### src/rtl/lab2_proc_multi_drop_unit.sv
// Response-path drop unit: discards responses of squashed fetches and buffers
// survivors in a small bypass FIFO so fetch can stall without stalling memory.
module lab2_proc_multi_drop_unit #(
    parameter  int p_msg_nbits = 47,
    parameter  int p_max_drop  = 4,
    parameter  int p_buf_depth = 2,
    localparam int CW          = $clog2(p_max_drop + 1),
    localparam int BW          = $clog2(p_buf_depth + 1)
) (
    input  logic                   clk,
    input  logic                   reset_n,
    input  logic                   drop,
    input  logic [CW-1:0]          drop_num,
    input  logic                   flush,
    input  logic [p_msg_nbits-1:0] istream_msg,
    input  logic                   istream_val,
    output logic                   istream_rdy,
    output logic [p_msg_nbits-1:0] ostream_msg,
    output logic                   ostream_val,
    input  logic                   ostream_rdy,
    output logic [CW-1:0]          pending_drops,
    output logic [BW-1:0]          num_entries,
    output logic                   drop_overflow
);

    localparam int              PW       = (p_buf_depth > 1) ? $clog2(p_buf_depth) : 1;
    localparam logic [CW:0]     MAX_DROP = (CW + 1)'(p_max_drop);
    localparam logic [BW-1:0]   DEPTH    = BW'(p_buf_depth);
    localparam logic [PW-1:0]   LAST_PTR = PW'(p_buf_depth - 1);

    function automatic logic [CW-1:0] sat_cnt(input logic [CW:0] sum);
        return (sum > MAX_DROP) ? MAX_DROP[CW-1:0] : sum[CW-1:0];
    endfunction

    function automatic logic [PW-1:0] ptr_inc(input logic [PW-1:0] ptr);
        return (ptr == LAST_PTR) ? '0 : ptr + PW'(1);
    endfunction

    logic [CW-1:0]          cnt;
    logic                   ovf_q;
    logic                   rdy_en;
    logic [PW-1:0]          head;
    logic [PW-1:0]          tail;
    logic [BW-1:0]          count;
    logic [p_msg_nbits-1:0] mem [p_buf_depth];

    logic          dropping;
    logic          empty;
    logic          full;
    logic          in_fire;
    logic          dec;
    logic          bypass;
    logic          enq;
    logic          deq;
    logic [CW:0]   drop_add;
    logic [CW:0]   drop_sum;
    logic [PW-1:0] wr_ptr;

    always_comb begin
        dropping    = (cnt != '0) | (drop & (drop_num != '0));
        empty       = (count == '0);
        full        = (count == DEPTH);
        istream_rdy = rdy_en & (dropping | !full);
        in_fire     = istream_val & istream_rdy;
        dec         = dropping & in_fire;
        // Bypass is suppressed during flush so the flush cycle never shows a valid.
        bypass      = rdy_en & empty & !dropping & !flush & ostream_rdy;
        ostream_msg = empty ? istream_msg : mem[head];
        ostream_val = !flush & (empty ? (bypass & istream_val) : 1'b1);
        enq         = in_fire & !dropping & !bypass;
        deq         = !empty & ostream_val & ostream_rdy;
        drop_add    = drop ? {1'b0, drop_num} : '0;
        drop_sum    = {1'b0, cnt} + drop_add - (CW + 1)'(dec);
        wr_ptr      = flush ? '0 : tail;
    end

    always_ff @(posedge clk or negedge reset_n) begin
        if (!reset_n) begin
            rdy_en <= 1'b0;
            cnt    <= '0;
            ovf_q  <= 1'b0;
            head   <= '0;
            tail   <= '0;
            count  <= '0;
        end else begin
            rdy_en <= 1'b1;
            cnt    <= sat_cnt(drop_sum);
            ovf_q  <= (drop_sum > MAX_DROP);
            if (flush) begin
                // A survivor arriving with flush belongs to a new fetch: it becomes entry 0.
                head  <= '0;
                tail  <= enq ? ptr_inc('0) : '0;
                count <= enq ? BW'(1) : '0;
            end else begin
                if (enq) tail <= ptr_inc(tail);
                if (deq) head <= ptr_inc(head);
                count <= count + BW'(enq) - BW'(deq);
            end
        end
    end

    always_ff @(posedge clk) begin
        if (enq) mem[wr_ptr] <= istream_msg;
    end

    assign pending_drops = cnt;
    assign num_entries   = count;
    assign drop_overflow = ovf_q;

endmodule

### config.mk
export PLATFORM = sky130hd
export DESIGN_NAME = lab2_proc_multi_drop_unit
export DESIGN_NICKNAME = d
export VERILOG_FILES = /design/src/rtl/lab2_proc_multi_drop_unit.sv
export SDC_FILE = /design/constraint.sdc
export NUM_CORES = 1
export LEC_CHECK = 0
export CORE_ASPECT_RATIO = 1.75
export CORE_MARGIN = 2
export CORE_UTILIZATION = 53
export CTS_CLUSTER_DIAMETER = 120
export DETAILED_ROUTE_END_ITERATION = 7
export HOLD_SLACK_MARGIN = 0.1
export PLACE_DENSITY = 0.85
export SYNTH_ARGS = -nofsm -noshare
export SYNTH_HDL_FRONTEND = slang
export SYNTH_SLANG_ARGS = --single-unit
### constraint.sdc
create_clock -name clk -period 8.8 [get_ports clk]
set_input_delay 1.76 -clock clk [delete_from_list [all_inputs] [get_ports clk]]
set_output_delay 1.76 -clock clk [all_outputs]
set_load 0.05 [all_outputs]
# After elaboration in Yosys (flattened, before gate mapping)
# Memories as Yosys holds them, arrays and structs flattened.
# Cells that the tools add are included.
dict set report word_totals {
  n_memories 1
  mem_bits_rw 94
  regBits 9
  inputBits 56
  word_cells 56
}
dict set report op_classes {
  bitwise 16
  eq_ne 1
  addsub 6
  n_reduce_logical 10
  magnitude_cmp 1
  mux 15
}
# memory depth width read_ports rd_clocked_by_memory_dff wr line
set mem_list {}
lappend mem_list {mem 2 47 1 0 1 45} ;# logic [p_msg_nbits-1:0] mem [p_buf_depth];
# cell count
set ops {}
lappend ops {{$mux W47} 1}
lappend ops {{$and A1 B1 Y1} 14}
lappend ops {{$mux W1} 11}
lappend ops {{$mux W3} 2}
lappend ops {{$reduce_bool A3 Y1} 2}
lappend ops {{$logic_not A1 Y1} 5}
lappend ops {{$add A3 B3 Y4} 1}
lappend ops {{$gt A4 B3 Y1 const B} 1}
lappend ops {{$reduce_bool A2 Y1} 2}
lappend ops {{$sub A4 B1 Y4} 1}
lappend ops {{$add A1 B1 Y1 const B} 2}
lappend ops {{$add A2 B1 Y2} 1}
lappend ops {{$eq A2 B2 Y1 const B} 1}
lappend ops {{$logic_not A2 Y1} 1}
lappend ops {{$mux W2} 1}
lappend ops {{$or A1 B1 Y1} 2}
lappend ops {{$sub A2 B1 Y2} 1}

# Logic depth before layout (Yosys ltp)
# Gate-level depths: netlist of the first run.
dict set report logic_depth {
  ltp_word 14
  depth_mapped 11
  ltp_nobuf 10
}

# Worst setup path before layout of the first run
# OpenSTA, ideal clock, no wires.
dict set report synth_timing {
  path_kind {input to register}
  start {input port drop_num[1]}
  end {memory mem[1][0] (enable)}
  path_slack_ns 3.695
  cell_stages 4
  required_ns 8.343
  arrival_ns 4.649
  path_cell_list {o31a_1 > nor4_4 > o2111ai_2 > nor2b_1}
}
dict set report synth_via {
  elab_chain_len 11
  word_cells_on_any_way 15
  classes_between {2 x mux; 10 x bitwise; 3 x reduce/logical}
}
# element line
set synth_lines {}
lappend synth_lines {{start: declaration} 13} ;# input logic [CW-1:0] drop_num,
lappend synth_lines {{$reduce_bool A3 Y1 *} 60} ;# dropping = (cnt != '0) | (drop & (drop_num != '0));
lappend synth_lines {{$and A1 B1 Y1 *} 60}
lappend synth_lines {{$or A1 B1 Y1 *} 60}
lappend synth_lines {{$logic_not A1 Y1} {67, 70}}
lappend synth_lines {{$and A1 B1 Y1 (3 in a row)} 67} ;# bypass = rdy_en & empty & !dropping & !flush & ostream_rdy;
lappend synth_lines {{$logic_not A1 Y1} 70} ;# enq = in_fire & !dropping & !bypass;
lappend synth_lines {{$and A1 B1 Y1 *} 70}
lappend synth_lines {{$mux W1 *} 103} ;# if (enq) mem[wr_ptr] <= istream_msg;
lappend synth_lines {{$mux W1 (not written as such) *} 103}
lappend synth_lines {{end: declaration} 45}
# Every way passes the cells marked *; elsewhere a longest branch is shown, timed or not.

# Worst setup path after layout of the first run
dict set report layout_timing {
  start {input port drop_num[1]}
  end {output port ostream_val}
}
dict set report layout_via {
  elab_chain_len 10
}
# element line
set layout_lines {}
lappend layout_lines {{$reduce_bool A3 Y1} 60}
lappend layout_lines {{$and A1 B1 Y1} 60}
lappend layout_lines {{$or A1 B1 Y1} 60}
lappend layout_lines {{$logic_not A1 Y1} 67}
lappend layout_lines {{$and A1 B1 Y1 (3 in a row)} 67}
lappend layout_lines {{$and A1 B1 Y1} 69} ;# ostream_val = !flush & (empty ? (bypass & istream_val) : 1'b1);
lappend layout_lines {{$mux W1} 69}
lappend layout_lines {{$and A1 B1 Y1} 69}
lappend layout_lines {{end: declaration} 19} ;# output logic ostream_val,
# No other way between the ends.

==> out/qor.csv, run 1 <==
metric,value,unit
utilization,0.717,
fin_nets,492,
period_share,0.644,
via_count,2832,
core_area,0.00820,mm²
place_ws,3120,ps
diodes,0,
synth_nets,385,
netSwitchingFraction,0.387,
drv_cap,0,
antenna_found_initial,0,
outcome,"complete, no violations",
fmax,176,MHz
p_sw,0.632,mW
rows,44,
routedWlPerCell,16.9,µm
synthFlopType,edfxtp_1,
cts_resized,0,
ir_worst_vdd,0.000204,V
synth.largest_area_cell,edfxtp_1,
fin_cells,523,
die_h,125,µm
end_kind,output pin,
overflow,0,
place_area,0.00560,mm²
finalMaxSlewViolations,0,
rsz0062_at_grt,false,
ys_top_cells_by_count,"edfxtp_1 (94), nor2_1 (53), a21oi_1 (49), mux2i_1 (47), inv_1 (13)",
synth_edf_count,94,
final_antenna_net_count,0,
hold-worst-slack,628,ps
hold_viol_final,0,
fp.dieW,73.1,µm
slew_headroom,0.341,
synth-compound-area-share,0.0702,
yosysMostFrequentCell,edfxtp_1,
async_reset_ff_frac,0.0874,
cp_data_arrival_time,3910,ps
grt_max_degree,97,
p_comb_frac,0.415,
post-cts-setup-buffers,0,
drt_drc_violations_left,0,
p_leak,2.01,nW
dieArea,0.00912,mm²
cts_root_buf,clkbuf_16,
synth_adder_area_share,0.0272,
routabilityCongestion,0.802,
yosysUniqueCellTypes,28,
worstPathRequired,7040,ps
firstDrtPassIters,4,
setup_viol,0,
synth_seq_area_share,0.689,
grt.total_usage,0.201,
setup-tns-final,0,ps
synth-seq-cells,103,
power_density,278,mW/mm²
dp_cells,508,
numCtsBuffers,9,
synth.area.top_cells,"edfxtp_1 (64%), mux2i_1 (11%), a21oi_1 (5.5%)",
grt_pass1_wl,13700,µm
cts_tree,built,
initial_core_util,0.539,
cp-start-kind,input port,
first_global_vias,2740,
pwr-share-clk,0.230,
layout-drive-gt1-share,0.0487,
fin_crit,5670,ps
postCtsHoldBufs,0,
clk_pin_slew_worst_paths,60,ps
cts_sinks,103,
synth-warning-count,0,
netlist_instances,320,
hpwl,5840,µm
pwr-share-seq,0.355,
clock_latency,330,ps
hold_class,reg -> reg,
power.total,1.63,mW
worst_slew_pin_slew,989,ps
synth_simple_gate_area_frac,0.0651,
yosysTopAreaCellShare,0.638,
htreeDepth,3,
area_growth,32.9,%
cp_max_fo,5,
io-pin-count,111,
vias_per_cell,5.41,
clock_skew,6.67,ps
design_area,0.00588,mm²
fin_ws,3130,ps
synth_xor_area_frac,0.0119,
cts_buffer_depth,2,
synth_top_family_by_area,multiplexers,
synth_area,0.00442,mm²
p_int,1.00,mW
wirelength,8840,µm
io_buffers,110,
avgSynthCellArea,13.8,µm²
critPathKind,in -> out,
muxShareOfSynthArea,0.106,
drtIter0Drc,212,
-- path summary, 6_finish.rpt --
kind                                                  from                        to  slack, ps  cells past startpoint
worst min-delay path                      rdy_en$_DFF_PN0_  num_entries[0]$_DFF_PN0_        630                      2
worst max register to register  pending_drops[0]$_DFF_PN0_      mem[1][44]$_DFFE_PP_       6200                      4
min in group asynchronous                          reset_n  num_entries[0]$_DFF_PN0_       1720                      1
worst min register to register            rdy_en$_DFF_PN0_  num_entries[0]$_DFF_PN0_        630                      2
worst max-delay path                           drop_num[1]               ostream_val       3130                      6
max in group asynchronous                          reset_n          head$_DFFE_PN0P_       6770                      1
-- state kept, by name (all words and copies together) (netlist names) --
name	flops
pending_drops	3
rdy_en	1
tail	1
num_entries	2
mem	94
drop_overflow	1
head	1
-- worst max-delay path: stages --
cell and delay, ps:
clkdlybuf4s50_1 430, o31a_1 330, nor4_4 270, a41oi_1 160, nor2_1 140, clkdlybuf4s50_1 810
-- logic make-up (layout without fill, tap and decap cells) --
family / after synthesis / in the layout
muxes: 47 / 47
other: 1 / 1
and+or+nand+nor: 67 / 67
adders and majority gates: 9 / 9
buffers and inverters: 30 / 141
AOI/OAI and AO/OA: 57 / 57
DFF: 103 / 103
xor gates and xnor gates: 6 / 6
-- layout by cell type, fill, tap and decap left out, types with 2 or more instances in the layout --
cell type	instances
a21oi_1	49
buf_4	3
clkbuf_16	9
clkdlybuf4s50_1	110
clkinv_1	2
dfrtp_1	8
edfxtp_1	94
ha_1	8
inv_1	13
mux2i_1	47
nand2_1	6
nor2_1	52
nor2b_1	2
o21ai_0	2
xnor2_1	3
xor2_1	3
-- routing by layer --
layer	wire, µm	share of wire	vias to the layer above	GRT usage
met5	0	0	-	0
met1	3320	0.38	1364	0.227
met3	364	0.041	8	0.0518
li1	-	-	1382	-
met2	5030	0.57	78	0.353
met4	131	0.015	0	0.0730
-- power groups by stage --
| stage | logic (mW) | registers (mW) | clock network (mW) |
|---|---|---|---|
| 2_1_floorplan | 0.449 | 0.604 | 0 |
| 3_3_place_gp | 0.672 | 0.589 | 0 |
| 3_5_place_dp | 0.682 | 0.589 | 0 |
| 4_1_cts | 0.683 | 0.580 | 0.382 |
| 5_1_grt | 0.715 | 0.583 | 0.399 |
| 6_report | 0.678 | 0.580 | 0.376 |
-- area by class of cell --
class,count,area (µm²)
Fill cell,560,2320
Tap cell,92,115
Clock inverter,5,50.0
Timing Repair Buffer,113,1120
Multi-Input combinational cell,187,1260
Inverter,13,48.8
Clock buffer,10,229
Sequential cell,103,3050
Note: power is estimated with default switching activity, not from simulation.
==> run 2: changes to the inputs <==
--- a/config.mk
+++ b/config.mk
@@ -7,11 +7,11 @@
 export LEC_CHECK = 0
 export CORE_ASPECT_RATIO = 1.75
 export CORE_MARGIN = 2
-export CORE_UTILIZATION = 53
+export CORE_UTILIZATION = 44
 export CTS_CLUSTER_DIAMETER = 120
 export DETAILED_ROUTE_END_ITERATION = 7
 export HOLD_SLACK_MARGIN = 0.1
-export PLACE_DENSITY = 0.85
+export PLACE_DENSITY = 0.76
 export SYNTH_ARGS = -nofsm -noshare
 export SYNTH_HDL_FRONTEND = slang
 export SYNTH_SLANG_ARGS = --single-unit
==> constraint.sdc (replaced) <==
create_clock -name clk -period 4.59 [get_ports clk]
set_input_delay 0.918 -clock clk [delete_from_list [all_inputs] [get_ports clk]]
set_output_delay 0.918 -clock clk [all_outputs]
set_load 0.05 [all_outputs]
==> run 2 against run 1 <==
Against the previous run: utilization decreased by 11 points; global-route usage decreased by 3.0 points; first-iteration DRC count decreased by 16%; clock skew about the same.
==> out/qor.csv, run 2 (synthesis results as in run 1) <==
metric,value,unit,change
finalMaxSlewViolations,0,,unchanged
largest_reg_flops,94,,unchanged
diodes,0,,unchanged
end_kind,output pin,,unchanged
cts_buffer_depth,2,,unchanged
hpwl,6190,µm,was 5840 µm
wirelength,8940,µm,was 8840 µm
cp.depth,6,,unchanged
critPathKind,in -> out,,unchanged
grt_max_degree,96,,was 97
cp_slowest_stage_delay,830,ps,was 810 ps
postCtsHoldBufs,0,,unchanged
worstRegToRegCells,9,,was 4
hold_depth,2,,unchanged
firstDrtPassIters,4,,unchanged
io-pin-count,111,,unchanged
cts_tree,built,,unchanged
grt.total_usage,0.171,,was 0.201
post-cts-setup-buffers,0,,unchanged
vias_per_cell,5.02,,was 5.41
fin_crit,4000,ps,
period_share,0.871,,
drt_drc_violations_left,0,,unchanged
dieArea,0.0109,mm²,was 0.00912 mm²
worst_slew_pin_slew,952,ps,was 989 ps
core_area,0.00985,mm²,was 0.00820 mm²
htreeDepth,3,,unchanged
power.total,3.08,mW,was 1.63 mW
overflow,0,,unchanged
grt_pass1_wl,14000,µm,was 13700 µm
layout-drive-gt1-share,0.0530,,was 0.0487
hold_class,reg -> reg,,unchanged
regMostFlops,mem,,unchanged
io_buffers,110,,unchanged
slowest_stage,clkdlybuf4s50_1,,unchanged
fin_ws,592,ps,was 3130 ps
drv_cap,0,,unchanged
routabilityCongestion,0.763,,was 0.802
power_density,520,mW/mm²,was 278 mW/mm²
die_h,137,µm,was 125 µm
ir_worst_vdd,0.000490,V,was 0.000204 V
final_cell_mix,"clkdlybuf4s50_1 (110), edfxtp_1 (94), nor2_1 (52)",,unchanged
crit_top_cell,clkdlybuf4s50_1,,unchanged
clock_latency,330,ps,about the same
area_growth,34.1,%,was 32.9%
cp-start-kind,input port,,unchanged
slew_headroom,0.365,,was 0.341
cts_root_buf,clkbuf_16,,unchanged
rsz0062_at_grt,false,,unchanged
final_antenna_net_count,0,,unchanged
worstPathRequired,3670,ps,was 7040 ps
mostFrequentLayoutCell,clkdlybuf4s50_1,,unchanged
clock_skew,6.63,ps,was 6.67 ps
via_count,2807,,was 2832
setup-tns-final,0,ps,unchanged
fillCellCount,821,,was 560
hold_viol_final,0,,unchanged
antenna_found_initial,0,,unchanged
first_global_vias,2903,,was 2740
fin_nets,495,,was 492
p_leak,2.01,nW,about the same
setup_viol,0,,unchanged
drtIter0Drc,178,,was 212
rows,48,,was 44
cts_sinks,103,,unchanged
fp.dieW,79.8,µm,was 73.1 µm
cp_max_fo,5,,unchanged
cp_cell_sequence,clkdlybuf4s50_1 > o31a_1 > nor4_4 > a41oi_1 > nor2_1 > clkdlybuf4s50_1,,unchanged
cts_resized,0,,unchanged
place_ws,580,ps,was 3120 ps
cp_data_arrival_time,3080,ps,was 3910 ps
initial_core_util,0.449,,was 0.539
fmax,250,MHz,
cp_top_family,buffers and inverters,,unchanged
routedWlPerCell,16.0,µm,was 16.9 µm
numCtsBuffers,9,,unchanged
outcome,"complete, no violations",,unchanged
crit_buf_inv,2,,unchanged
clk_pin_slew_worst_paths,60,ps,about the same
[run 2: changes by cell type in the layout (fill, tap and decap cells not counted)]
cell / before / now
bufinv_16: 1 / 0
buf_12: 0 / 1
clkinv_1: 2 / 3
clkinv_2: 1 / 0
clkinvlp_4: 1 / 2
buf_4: 3 / 5
[run 2: area by class of cell]
| type | instances | area, µm² | share of cell area |
|---|---|---|---|
| sequential | 103 | 3050 | 0.514 |
| multi-input combinational | 187 | 1260 | 0.213 |
| timing repair buffer | 116 | 1160 | 0.195 |
| clock buffer | 10 | 229 | 0.0386 |
| tap | 125 | 156 | 0.0264 |
| inverter | 13 | 48.8 | 0.00823 |
| clock inverter | 5 | 26.3 | 0.00443 |
[run 2: worst reg2reg max path, stage by stage, from the launching register on]
cell and delay [ps]:
dfrtp_1 460, or2_4 770, nand2_1 200, nor2_1 140, ha_1 240, inv_1 70
ha_1 150, xnor2_1 140, xnor2_1 140, nor2_1 50
[run 2: report_power, final]
part           switching (mW)  leakage (nW)  total, mW  internal [mW]
clock                   0.301         0.117      0.660          0.359
combinational           0.865         0.933       1.31          0.447
sequential             0.0444         0.960       1.11           1.07
total                    1.21          2.01       3.08           1.87
[run 2: worst paths after layout]
check	startpoint	slack (ps)	endpoint
max in group asynchronous	reset_n	3410	head$_DFFE_PN0P_
worst min register to register	rdy_en$_DFF_PN0_	630	num_entries[0]$_DFF_PN0_
worst max register to register	num_entries[0]$_DFF_PN0_	2130	num_entries[1]$_DFF_PN0_
min in group asynchronous	reset_n	880	rdy_en$_DFF_PN0_
worst max-delay path	drop_num[1]	590	ostream_val
worst min-delay path	rdy_en$_DFF_PN0_	630	num_entries[0]$_DFF_PN0_
[run 2: metrics by stage]
stage,hold slack [ps],utilization,area (µm²),std cells
floorplan,574,-,4420,320
global placement,631,0.576,5680,544
finish,634,0.602,5930,559
CTS,632,0.602,5930,559
detailed placement,623,0.576,5680,544
global route,654,0.602,5930,559
[run 2: metal layers]
layer	track usage	vias up	share of wire
li1	-	1386	-
met1	0.188	1322	0.37
met2	0.311	79	0.56
met3	0.0376	20	0.042
met4	0.0763	0	0.028
met5	0	-	0
==> run 3: changes to the inputs <==
--- a/config.mk
+++ b/config.mk
@@ -5,13 +5,15 @@
 export SDC_FILE = /design/constraint.sdc
 export NUM_CORES = 1
 export LEC_CHECK = 0
-export CORE_ASPECT_RATIO = 1.75
+export ABC_AREA = 1
+export CORE_ASPECT_RATIO = 1.1
 export CORE_MARGIN = 2
-export CORE_UTILIZATION = 44
+export CORE_UTILIZATION = 55
 export CTS_CLUSTER_DIAMETER = 120
 export DETAILED_ROUTE_END_ITERATION = 7
+export DONT_BUFFER_PORTS = 1
 export HOLD_SLACK_MARGIN = 0.1
-export PLACE_DENSITY = 0.76
+export PLACE_DENSITY = 0.73
 export SYNTH_ARGS = -nofsm -noshare
 export SYNTH_HDL_FRONTEND = slang
 export SYNTH_SLANG_ARGS = --single-unit
==> run 3 against run 2 <==
Against the previous run: register-to-register slack got worse by 260 ps; die area down 16%; worst hold slack lost 380 ps; utilization decreased by 1.2 points; non-clock buffer count shrank 111; synthesized cell count up 35%; first-iteration DRC count decreased by 25%; global-route usage fell by 0.18 points.
==> out/qor.csv, run 3 <==
metric,value,unit,change
outcome,"complete, no violations",,unchanged
timing.rr.end,mem[0][17]$_DFFE_PP_,,was num_entries[1]$_DFF_PN0_
synth_edf_count,94,,unchanged
grt_pass1_wl,12000,µm,was 14000 µm
drt_drc_violations_left,0,,unchanged
fmax,275,MHz,was 250 MHz
initial_core_util,0.559,,was 0.449
cp_slowest_stage_delay,1100,ps,was 830 ps
firstDrtPassIters,4,,unchanged
ys_top_cells_by_count,"nand2_1 (108), edfxtp_1 (94), o21ai_0 (74), inv_1 (63), o21ai_1 (21)",,"was edfxtp_1 (94), nor2_1 (53), a21oi_1 (49), mux2i_1 (47), inv_1 (13)"
final_cell_mix,"nand2_1 (108), edfxtp_1 (94), inv_1 (62)",,"was clkdlybuf4s50_1 (110), edfxtp_1 (94), nor2_1 (52)"
async_reset_ff_frac,0.0874,,unchanged
largest_reg_flops,94,,unchanged
fin_nets,493,,was 495
critPathKind,reg -> out,,was in -> out
routedWlPerCell,14.1,µm,was 16.0 µm
cp_cell_sequence,buf_4 > o21ai_0 > o21ai_1,,was clkdlybuf4s50_1 > o31a_1 > nor4_4 > a41oi_1 > nor2_1 > clkdlybuf4s50_1
utilization,0.590,,was 0.602
drv_cap,0,,unchanged
rows,35,,was 48
netlist_instances,432,,was 320
startpoint,head$_DFFE_PN0P_,,was drop_num[1]
cp_data_arrival_time,2720,ps,was 3080 ps
slowest_stage,dfrtp_2,,was clkdlybuf4s50_1
design_area,0.00488,mm²,was 0.00593 mm²
overflow,0,,unchanged
cp_max_fo,76,,was 5
crit_path_end,ostream_msg[31],,was ostream_val
clock_latency,350,ps,was 330 ps
place_area,0.00469,mm²,was 0.00568 mm²
final_antenna_net_count,0,,unchanged
yosysTopAreaCellShare,0.610,,was 0.638
cts_tree,built,,unchanged
core_area,0.00828,mm²,was 0.00985 mm²
routabilityCongestion,0.805,,was 0.763
worstPathRequired,3670,ps,about the same
yosysUniqueCellTypes,27,,was 28
antenna_found_initial,0,,unchanged
power_density,459,mW/mm²,was 520 mW/mm²
synth.largest_area_cell,edfxtp_1,,unchanged
cts_resized,0,,unchanged
io_buffers,0,,was 110
r2r-start,pending_drops[2]$_DFF_PN0_,,was num_entries[0]$_DFF_PN0_
drtIter0Drc,133,,was 178
setup-tns-final,0,ps,unchanged
end_kind,output pin,,unchanged
rsz0062_at_grt,false,,unchanged
cts_sinks,103,,unchanged
synth.area.top_cells,"edfxtp_1 (61%), nand2_1 (8.8%), o21ai_0 (8.0%)",,"was edfxtp_1 (64%), mux2i_1 (11%), a21oi_1 (5.5%)"
period_share,0.792,,was 0.871
io-pin-count,111,,unchanged
wirelength,7640,µm,was 8940 µm
vias_per_cell,5.10,,was 5.02
worstRegToRegCells,8,,was 9
finalMaxSlewViolations,0,,unchanged
hold_class,in -> async,,was reg -> reg
slew_headroom,0.272,,was 0.365
htreeDepth,3,,unchanged
synth_nets,497,,was 385
yosysMostFrequentCell,nand2_1,,was edfxtp_1
reg2reg_slack,1870,ps,was 2130 ps
numCtsBuffers,9,,unchanged
postCtsHoldBufs,0,,unchanged
synth_area,0.00463,mm²,was 0.00442 mm²
p_leak,1.92,nW,was 2.01 nW
diodes,0,,unchanged
avgSynthCellArea,10.7,µm²,was 13.8 µm²
area_growth,5.49,%,was 34.1%
via_count,2767,,was 2807
first_global_vias,2631,,was 2903
setup_viol,0,,unchanged
ir_worst_vdd,0.000272,V,was 0.000490 V
cts_root_buf,clkbuf_8,,was clkbuf_16
die_h,100,µm,was 137 µm
hold_viol_final,0,,unchanged
synthFlopType,edfxtp_1,,unchanged
synth-seq-cells,103,,unchanged
clk_pin_slew_worst_paths,90,ps,was 60 ps
cp-start-kind,flop,,was input port
worst_slew_pin_slew,1090,ps,was 952 ps
clock_skew,6.95,ps,was 6.63 ps
post-cts-setup-buffers,0,,unchanged
synth-warning-count,0,,unchanged
cts_buffer_depth,2,,unchanged
mostFrequentLayoutCell,nand2_1,,was clkdlybuf4s50_1
fp.dieW,91.5,µm,was 79.8 µm
hpwl,5170,µm,was 6190 µm
layout-drive-gt1-share,0.0718,,was 0.0530
fin_crit,3630,ps,was 4000 ps
dieArea,0.00916,mm²,was 0.0109 mm²
grt_max_degree,77,,was 96
synth_seq_area_share,0.659,,was 0.689
grt.total_usage,0.169,,was 0.171
regMostFlops,mem,,unchanged
## run 3: critical path: cells and delay by family, from the launching register on
| family | cells | cell delay (ps) |
|---|---|---|
| AO/OA/AOI/OAI | 2 | 890 |
| flip-flops | 1 | 1100 |
| buffers and inverters | 1 | 360 |
## run 3: kinds of logic (layout without fill, tap and decap cells)
logic type               count (synthesis)  after routing  share of synthesized area
AO/OA/AOI/OAI                          100            100                      0.109
AND/OR/NAND/NOR                        131            131                      0.119
flip-flops                             103            103                      0.659
adder cells (fa/ha/maj)                  9              9                     0.0260
XOR/XNOR                                 3              3                    0.00568
other                                    1              1                   0.000810
buffers and inverters                   85             85                     0.0811
## run 3: cell type report
cell class	instances	area, µm²
multi-input cells	244	1210
inverters	65	244
clock inverters	5	60.1
repair buffers	5	50.0
fillers	692	3400
flip-flops and latches	103	3050
well taps	111	139
clock buffers	10	128
## run 3: where the power goes
group / total [mW] / switching (mW) / internal (mW) / leakage (nW)
clock network: 0.532 / 0.283 / 0.249 / 0.0806
registers: 1.13 / 0.0819 / 1.05 / 0.959
logic: 0.574 / 0.466 / 0.108 / 0.878
## run 3: how the worst min path moves through the flow
stage / from / endpoint / slack [ps] / cells past startpoint
after floorplan: tail$_DFFE_PN0P_ / tail$_DFFE_PN0P_ / 560 / 4
after global placement: reset_n / rdy_en$_DFF_PN0_ / 620 / 0
after detailed placement: reset_n / rdy_en$_DFF_PN0_ / 620 / 0
after CTS: reset_n / rdy_en$_DFF_PN0_ / 240 / 0
after global routing: reset_n / drop_overflow$_DFF_PN0_ / 230 / 0
final: reset_n / rdy_en$_DFF_PN0_ / 260 / 0
## run 3: per-stage QoR
step,setup slack [ps],hold WS (ps),cells,total power [mW]
floorplan,628,556,432,1.68
global placement,1360,623,528,1.72
detailed placement,1300,623,528,1.74
CTS,912,236,543,2.26
global route,715,227,543,2.34
finish,955,258,543,2.24
## run 3: routing by layer
layer,GRT usage,part of all wire,routed length [µm]
met3,0.0480,0.055,419
met5,0,0,0
met2,0.299,0.50,3790
met1,0.201,0.43,3320
met4,0.0559,0.015,115
